<file path="config.mk">
export PLATFORM = sky130hd
export DESIGN_NAME = plain_text_packer
export DESIGN_NICKNAME = d
export VERILOG_FILES = /design/src/rtl/plain_text_packer.sv
export SDC_FILE = /design/constraint.sdc
export NUM_CORES = 1
export LEC_CHECK = 0
export ABC_AREA = 1
export CAP_MARGIN = 15
export CELL_PAD_IN_SITES_DETAIL_PLACEMENT = 2
export CELL_PAD_IN_SITES_GLOBAL_PLACEMENT = 2
export CORE_UTILIZATION = 28
export DETAILED_ROUTE_END_ITERATION = 8
export PLACE_DENSITY = 0.75
export SYNTH_ARGS = -nofsm -noshare
export SYNTH_HDL_FRONTEND = slang
export SYNTH_SLANG_ARGS = --single-unit
</file>
<file path="constraint.sdc">
create_clock -name clk -period 2.15 [get_ports clk]
set_clock_uncertainty 0.2 [all_clocks]
set_input_delay 0.645 -clock clk [delete_from_list [all_inputs] [get_ports clk]]
set_output_delay 0.645 -clock clk [all_outputs]
set_load 0.01 [all_outputs]
</file>
<file path="src/rtl/plain_text_packer.sv">
// plain_text_packer
//   Packs a valid/ready byte stream into BYTES-wide plaintext blocks for the
//   AES-128 core. The first byte of a block lands in out_block[7:0], and byte k
//   lands in out_block[8k+7:8k]. A message that ends early (in_last) produces a
//   short block: the unwritten upper bytes are zero and out_len holds the true
//   byte count.
//
//   Storage is one assembly register plus one output register. While the output
//   register is still occupied, a completed block waits in the assembly register
//   (HOLD state) and input is stalled.
//
// Ports
//   clk        rising-edge clock
//   rst        synchronous reset, active-high
//   in_data    plaintext byte
//   in_valid   in_data valid
//   in_last    final byte of message (qualified by in_valid)
//   in_ready   byte accepted this cycle when in_valid & in_ready
//   out_block  packed block, stable while out_valid & !out_ready
//   out_len    valid bytes in out_block (1..BYTES)
//   out_valid  out_block/out_len valid
//   out_ready  consumer takes the block when out_valid & out_ready
module plain_text_packer #(
    parameter int BYTES = 16,
    parameter int CNT_W = 5
) (
    input  logic               clk,
    input  logic               rst,
    input  logic [7:0]         in_data,
    input  logic               in_valid,
    input  logic               in_last,
    output logic               in_ready,
    output logic [8*BYTES-1:0] out_block,
    output logic [CNT_W-1:0]   out_len,
    output logic               out_valid,
    input  logic               out_ready
);

    typedef enum logic {
        FILL,
        HOLD
    } state_t;

    state_t               state;
    state_t               state_next;
    logic [8*BYTES-1:0]   assembly;
    logic [8*BYTES-1:0]   assembly_next;
    logic [8*BYTES-1:0]   assembly_wr;
    logic [CNT_W-1:0]     cnt;
    logic [CNT_W-1:0]     cnt_next;
    logic [CNT_W-1:0]     cnt_inc;
    logic                 out_free;
    logic                 load;
    logic [8*BYTES-1:0]   load_block;
    logic [CNT_W-1:0]     load_len;

    // The output register can take a new block this edge if it is empty or
    // its current block is being consumed on the same edge.
    assign out_free = !out_valid || out_ready;
    assign cnt_inc  = cnt + CNT_W'(1);

    // Assembly contents with the incoming byte placed at slot cnt.
    always_comb begin
        assembly_wr = assembly;
        for (int unsigned k = 0; k < BYTES; k++) begin
            if (cnt == CNT_W'(k)) begin
                assembly_wr[8*k +: 8] = in_data;
            end
        end
    end

    always_ff @(posedge clk) begin
        if (rst) begin
            state <= FILL;
        end else begin
            state <= state_next;
        end
    end

    always_comb begin
        state_next    = state;
        in_ready      = 1'b0;
        load          = 1'b0;
        load_block    = assembly;
        load_len      = cnt;
        assembly_next = assembly;
        cnt_next      = cnt;
        case (state)
            FILL: begin
                in_ready = !rst;
                if (in_valid && !rst) begin
                    if (cnt_inc == CNT_W'(BYTES) || in_last) begin
                        if (out_free) begin
                            // Completing byte goes straight to the output register.
                            load          = 1'b1;
                            load_block    = assembly_wr;
                            load_len      = cnt_inc;
                            assembly_next = '0;
                            cnt_next      = '0;
                        end else begin
                            assembly_next = assembly_wr;
                            cnt_next      = cnt_inc;
                            state_next    = HOLD;
                        end
                    end else begin
                        assembly_next = assembly_wr;
                        cnt_next      = cnt_inc;
                    end
                end
            end
            HOLD: begin
                if (out_free) begin
                    load          = 1'b1;
                    assembly_next = '0;
                    cnt_next      = '0;
                    state_next    = FILL;
                end
            end
            default: state_next = FILL;
        endcase
    end

    always_ff @(posedge clk) begin
        if (rst) begin
            assembly  <= '0;
            cnt       <= '0;
            out_block <= '0;
            out_len   <= '0;
            out_valid <= 1'b0;
        end else begin
            assembly <= assembly_next;
            cnt      <= cnt_next;
            if (load) begin
                out_block <= load_block;
                out_len   <= load_len;
                out_valid <= 1'b1;
            end else if (out_ready) begin
                out_valid <= 1'b0;
            end
        end
    end

endmodule

</file>
### Word level (Yosys, flattened, before mapping)

Index checks and enable logic that the tools add are counted.

| operators by class | value |
|---|---|
| $add $sub $neg | 1 |
| multiply operators | 0 |
| divide/modulo/power cells | 0 |
| order comparisons | 0 |
| equality and inequality tests | 18 |
| shift operators | 0 |
| multiplexer cells | 45 |
| bitwise gates (word level) | 1 |
| reductions and logical operators | 8 |

Operator list:

| cell | number |
|---|---|
| 128-bit two-way mux | 8 |
| 128-bit case mux with 2 select lines | 1 |
| 8-bit two-way mux | 16 |
| 5-bit by 4-bit == test with 1-bit output (second input constant) | 8 |
| 5-bit two-way mux | 8 |
| 5-bit by 3-bit == test with 1-bit output (second input constant) | 4 |
| 5-bit by 2-bit == test with 1-bit output (second input constant) | 2 |
| 5-bit case mux with 2 select lines | 1 |
| 1-bit two-way mux | 9 |
| 5-bit by 1-bit adder with 5-bit output (second input constant) | 1 |
| 5-bit by 1-bit == test with 1-bit output (second input constant) | 1 |
| 5-bit == test (second input constant) | 1 |
| 5-bit logical NOT | 1 |
| 1-bit case mux with 2 select lines | 2 |
| 1-bit logical NOT | 2 |
| 1-bit logical OR | 2 |
| 2-bit by 1-bit inequality test with 1-bit output (second input constant) | 1 |
| 2-bit inequality test (second input constant) | 1 |
| 2-bit AND reduction | 1 |
| 2-bit nonzero test | 1 |
| 1-bit logical AND | 1 |
| 1-bit NOT | 1 |

| storage, ports and cells | value |
|---|---|
| flip-flop bits (word level) | 268 |
| latch bits | 0 |
| memory bits (writable) | 0 |
| bits in read-only memories | 0 |
| input bits | 13 |
| output and inout bits | 135 |
| memories | 0 |

### Longest topological paths before layout

| depth | value |
|---|---|
| depth after elaboration | 7 |
| mapped depth | 14 |
| mapped depth without buffers | 12 |

### Worst setup path before layout

OpenSTA, ideal clock, no wires.

| timing | value |
|---|---|
| path type | register to register |
| start point | reg cnt[0] |
| end point | reg out_block[40] |
| library setup time | 132 ps |
| data arrival time | 1984 ps |
| required time | 1818 ps |
| slack | -166 ps |
| stages on the path, launching flop included | 14 |
| path buffers | 3 |
| clock period less this slack | 2316 ps |
| cell sequence | dfxtp_1 > ha_1 > inv_1 > nor2_1 > ha_1 > nor2_1 > nand3_1 > nand2_1 > buf_4 > buf_4 > buf_4 > nand4_1 > nand2_1 > a21oi_1 |

| between the ends | value |
|---|---|
| word-level cells in the longest chain between the ends | 6 |

Ends and longest elaborated chain:

| element | line | source |
|---|---|---|
| from (decl) | 49 | `logic [CNT_W-1:0] cnt;` |
| from (signal assigned) | 132 | `cnt <= cnt_next;` |
| 5-bit by 1-bit adder with 5-bit output / 5-bit by 3-bit == test with 1-bit output (equally long branches) | 60, 66 |  |
| 5-bit == test / 8-bit two-way mux (equally long branches) | 92, 66 |  |
| 1-bit logical OR / 128-bit two-way mux (equally long branches) | 92, 93 |  |
| 1-bit two-way mux / 128-bit two-way mux (equally long branches) | 92 | `if (cnt_inc == CNT_W'(BYTES) \|\| in_last) begin` |
| 1-bit two-way mux / 128-bit two-way mux (equally long branches) | 91 | `if (in_valid && !rst) begin` |
| 1-bit case mux with 2 select lines / 128-bit two-way mux (equally long branches) | 88 | `case (state)` |
| to (signal assigned) | 134 | `out_block <= load_block;` |
| to (decl) | 33 | `output logic [8*BYTES-1:0] out_block,` |

Several ways; a longest one is shown, not always the timed one.
A chain may end at the register's enable or synchronous reset.

### Worst setup path after layout

| timing | value |
|---|---|
| start point | reg cnt[0] |
| end point | reg out_block[16] |

| between the ends | value |
|---|---|
| word-level cells in the longest chain between the ends | 6 |

Ends and longest elaborated chain:

| element | line |
|---|---|
| 5-bit by 1-bit adder with 5-bit output / 5-bit by 2-bit == test with 1-bit output (equally long branches) | 60, 66 |
| 5-bit == test / 8-bit two-way mux (equally long branches) | 92, 66 |
| 1-bit logical OR / 128-bit two-way mux (equally long branches) | 92, 93 |
| 1-bit two-way mux / 128-bit two-way mux (equally long branches) | 92 |
| 1-bit two-way mux / 128-bit two-way mux (equally long branches) | 91 |
| 1-bit case mux with 2 select lines / 128-bit two-way mux (equally long branches) | 88 |

Several ways; a longest one is shown, not always the timed one.

==> impl_metrics.tcl <==
set metrics [dict create \
    reg2reg_slack_ns -0.28 \
    r2r_cells 13 \
    grt_overflow_total 0 \
    whs_path_depth 2 \
    dp_hpwl_um 42900 \
    grt_pass1_vias 18749 \
    nets 2481 \
    clk_latency_ns 0.55 \
    syn2layout_area_growth_pct 38.4 \
    cts.path.max_buffers 3 \
    antenna_found_initial 1 \
    synth_area_per_cell_um2 6.35 \
    n_fill_cell 5913 \
    yosysWarnings 0 \
    drc_errors 0 \
    timing.final.ws_setup_ns -0.280 \
    htreeDepth 2 \
    fmax_mhz 412 \
    path_max_fanout 12 \
    slowest_delay_ns 0.35 \
    multi_input_area_mm2 0.00794 \
    cp_slowest_cell "dfxtp_4" \
    antenna_cells 0 \
    synthArstFlopShare 0 \
    synth_flop_cell "dfxtp_1" \
    critPathKind "reg -> reg" \
    seq_area_frac_synth 0.374 \
    min_period_over_period 1.13 \
    slew_headroom 0.499 \
    powerDensity_mw_per_mm2 679 \
    synth_edf_count 0 \
    numPortBuffers 147 \
    gp_congestion 0.815 \
    maxSlewViolCount 0 \
    cts_made_buffers 36 \
    grt_usage 0.257 \
    crit_chain "ha_4 > inv_2 > nor2_1 > ha_1 > nor2_2 > nand3_2 > nand2_4 > nand3_4 > bufbuf_16 > nand2_1 > nand2_1 > inv_1 > nor2_1" \
    drive_gt1_frac 0.162 \
    synthCells 2259 \
    avgViaCountPerCell 5.36 \
    cts.sinks 268 \
    synth_seq_cells 268 \
    chipHeight_um 228 \
    syn_nets 2278 \
    p_clk_frac 0.482 \
    arrival_ns 2.67 \
    clock-root-buffer "clkbuf_16" \
    hold_viol_final 0 \
    path_buf_inv 3 \
    swShare 0.270 \
    die_x_um 228 \
    hold_class "reg -> reg" \
    ant_nets 0 \
    start_kind "register" \
    violations "negative setup slack" \
    coreArea_mm2 0.0504 \
    cts_tree "built" \
    fin_cells 3160 \
    p_int_uw 9840 \
    cp.depth 13 \
    start_util 0.285 \
    required_ns 2.39 \
    yosysUniqueCellTypes 25 \
    post-route-min-period_ns 2.43 \
    die_area_mm2 0.0522 \
    cap_violations 0 \
    status "finished with violations" \
    pre_cts_ws_ns -0.623 \
    wl_per_cell_um 21.9 \
    grt_pass1_wl_um 107000 \
    rows 82 \
    ios 148 \
    p_leak_uw 0.00801 \
    synth_area_mm2 0.0143 \
    regArea_mm2 0.00538 \
    worstMarginPinSlew_ns 0.751 \
    vias 16923 \
    grt_setup_unrepaired "true" \
    cts.clk_slew.worst_paths_ns 0.06 \
    drt_iter0_markers 838 \
    placed_cells 3075 \
    combPwrFrac 0.132 \
    ir_worst_vdd_mv 0.374 \
    final-setup-viol-count 379 \
    cts_hold_buf 0 \
    grt_max_degree 121 \
    wl_um 69100 \
    first_pass_iters 5 \
    p_seq_frac 0.386 \
    critPathTopFamily "simple AND/OR/NAND/NOR gates" \
    switching_power_uw 3630 \
    endpoint_kind "register" \
]
worst paths after layout:
path | start | endpoint
setup / recovery | cnt[0] | out_block[16]
hold reg to reg | out_block[120] | out_block[120]
setup reg to reg | cnt[0] | out_block[16]
hold / removal | out_block[120] | out_block[120]
power groups by stage:
stage                     Clock (uW)  Sequential (uW)  Combinational (uW)
after floorplan                    0             5340                 705
after global placement             0             5300                1580
after detailed placement           0             5310                1610
after CTS                       6630             5200                1710
after global routing            6790             5210                1880
final                           6490             5200                1780
placed cells by master (no fill, tap or decap), types with 3 or more instances in the layout:
cell,n
nand2_1,869
dfxtp_1,263
nand4_1,225
a21oi_1,224
inv_1,131
nand3_1,129
clkdlybuf4s50_1,122
buf_4,120
buf_12,57
nor2_1,55
nand2_2,48
clkbuf_16,39
a21oi_2,28
dlygate4sd2_1,23
or2_2,18
nand3b_1,15
o21ai_0,15
clkbuf_8,11
inv_2,10
nand3_2,9
buf_6,9
clkinv_2,8
nand2_4,7
nor2_2,6
bufbuf_16,5
nor2_4,4
o21ai_1,4
bufinv_16,4
clkbuf_1,4
ha_1,3
buf_16,3
dfxtp_2,3
through the flow:
stage	TNS, ns	cell area, um^2	total power, uW	hold WS [ns]	util
floorplan	-0.279	14400	6040	0.244	-
global placement	-115.96	17800	6880	0.258	0.354
detailed placement	-130.55	17800	6920	0.276	0.354
CTS	-71.44	19500	13500	0.283	0.387
global route	-78.61	19900	13900	0.297	0.394
finish	-57.27	19900	13500	0.277	0.394
synth_stat cells (15+ instances only):
library cell	count	area share
clkbuf_1	75	0.020
nor2_1	63	0.016
nand2_1	923	0.24
inv_1	138	0.036
o21ai_0	16	0.0056
nand4_1	225	0.098
a21oi_1	252	0.088
nand3b_1	15	0.0078
or2_2	18	0.0078
buf_2	62	0.022
dfxtp_1	268	0.37
nand3_1	139	0.048
state kept, by name (all words and copies together) (netlist names):
register and count:
assembly 128, out_block 128, cnt 5, out_len 5
out_valid 1, state 1
worst min-delay path: stages (launching register included):
cell,delay (ns)
dfxtp_1,0.32
nand3_2,0.06
a21oi_1,0.05
repair_timing:
item	4_1_cts	5_1_grt
gates cloned	8	2
pin swaps	9	31
setup buffers	5	10
gates resized for setup	77	92
endpoints found under the setup margin	403	380
cell type report:
cell class | count | share of cell area
Multi-Input combinational cell | 1669 | 0.400
Sequential cell | 268 | 0.271
Timing Repair Buffer | 343 | 0.196
Clock buffer | 52 | 0.0550
Tap cell | 672 | 0.0424
Inverter | 144 | 0.0275
Clock inverter | 12 | 0.00838
metal layers:
layer / wire length, um / GRT usage / share of wire / vias up
met5: 0 / 0 / 0 / -
met4: 1920 / 0.0929 / 0.028 / 0
li1: - / - / - / 7825
met1: 30100 / 0.317 / 0.44 / 8605
met3: 2450 / 0.0302 / 0.035 / 122
met2: 34700 / 0.459 / 0.50 / 371
logic make-up (layout without fill, tap and decap cells):
family | after synthesis | count (layout) | synth area share
simple gates | 1388 | 1389 | 0.424
flops | 268 | 268 | 0.374
fa+ha+maj | 6 | 6 | 0.00523
compound gates | 273 | 273 | 0.0957
xor+xnor | 1 | 1 | 0.000611
buf+inv | 323 | 551 | 0.101
Power figures use the tool's default switching activity.
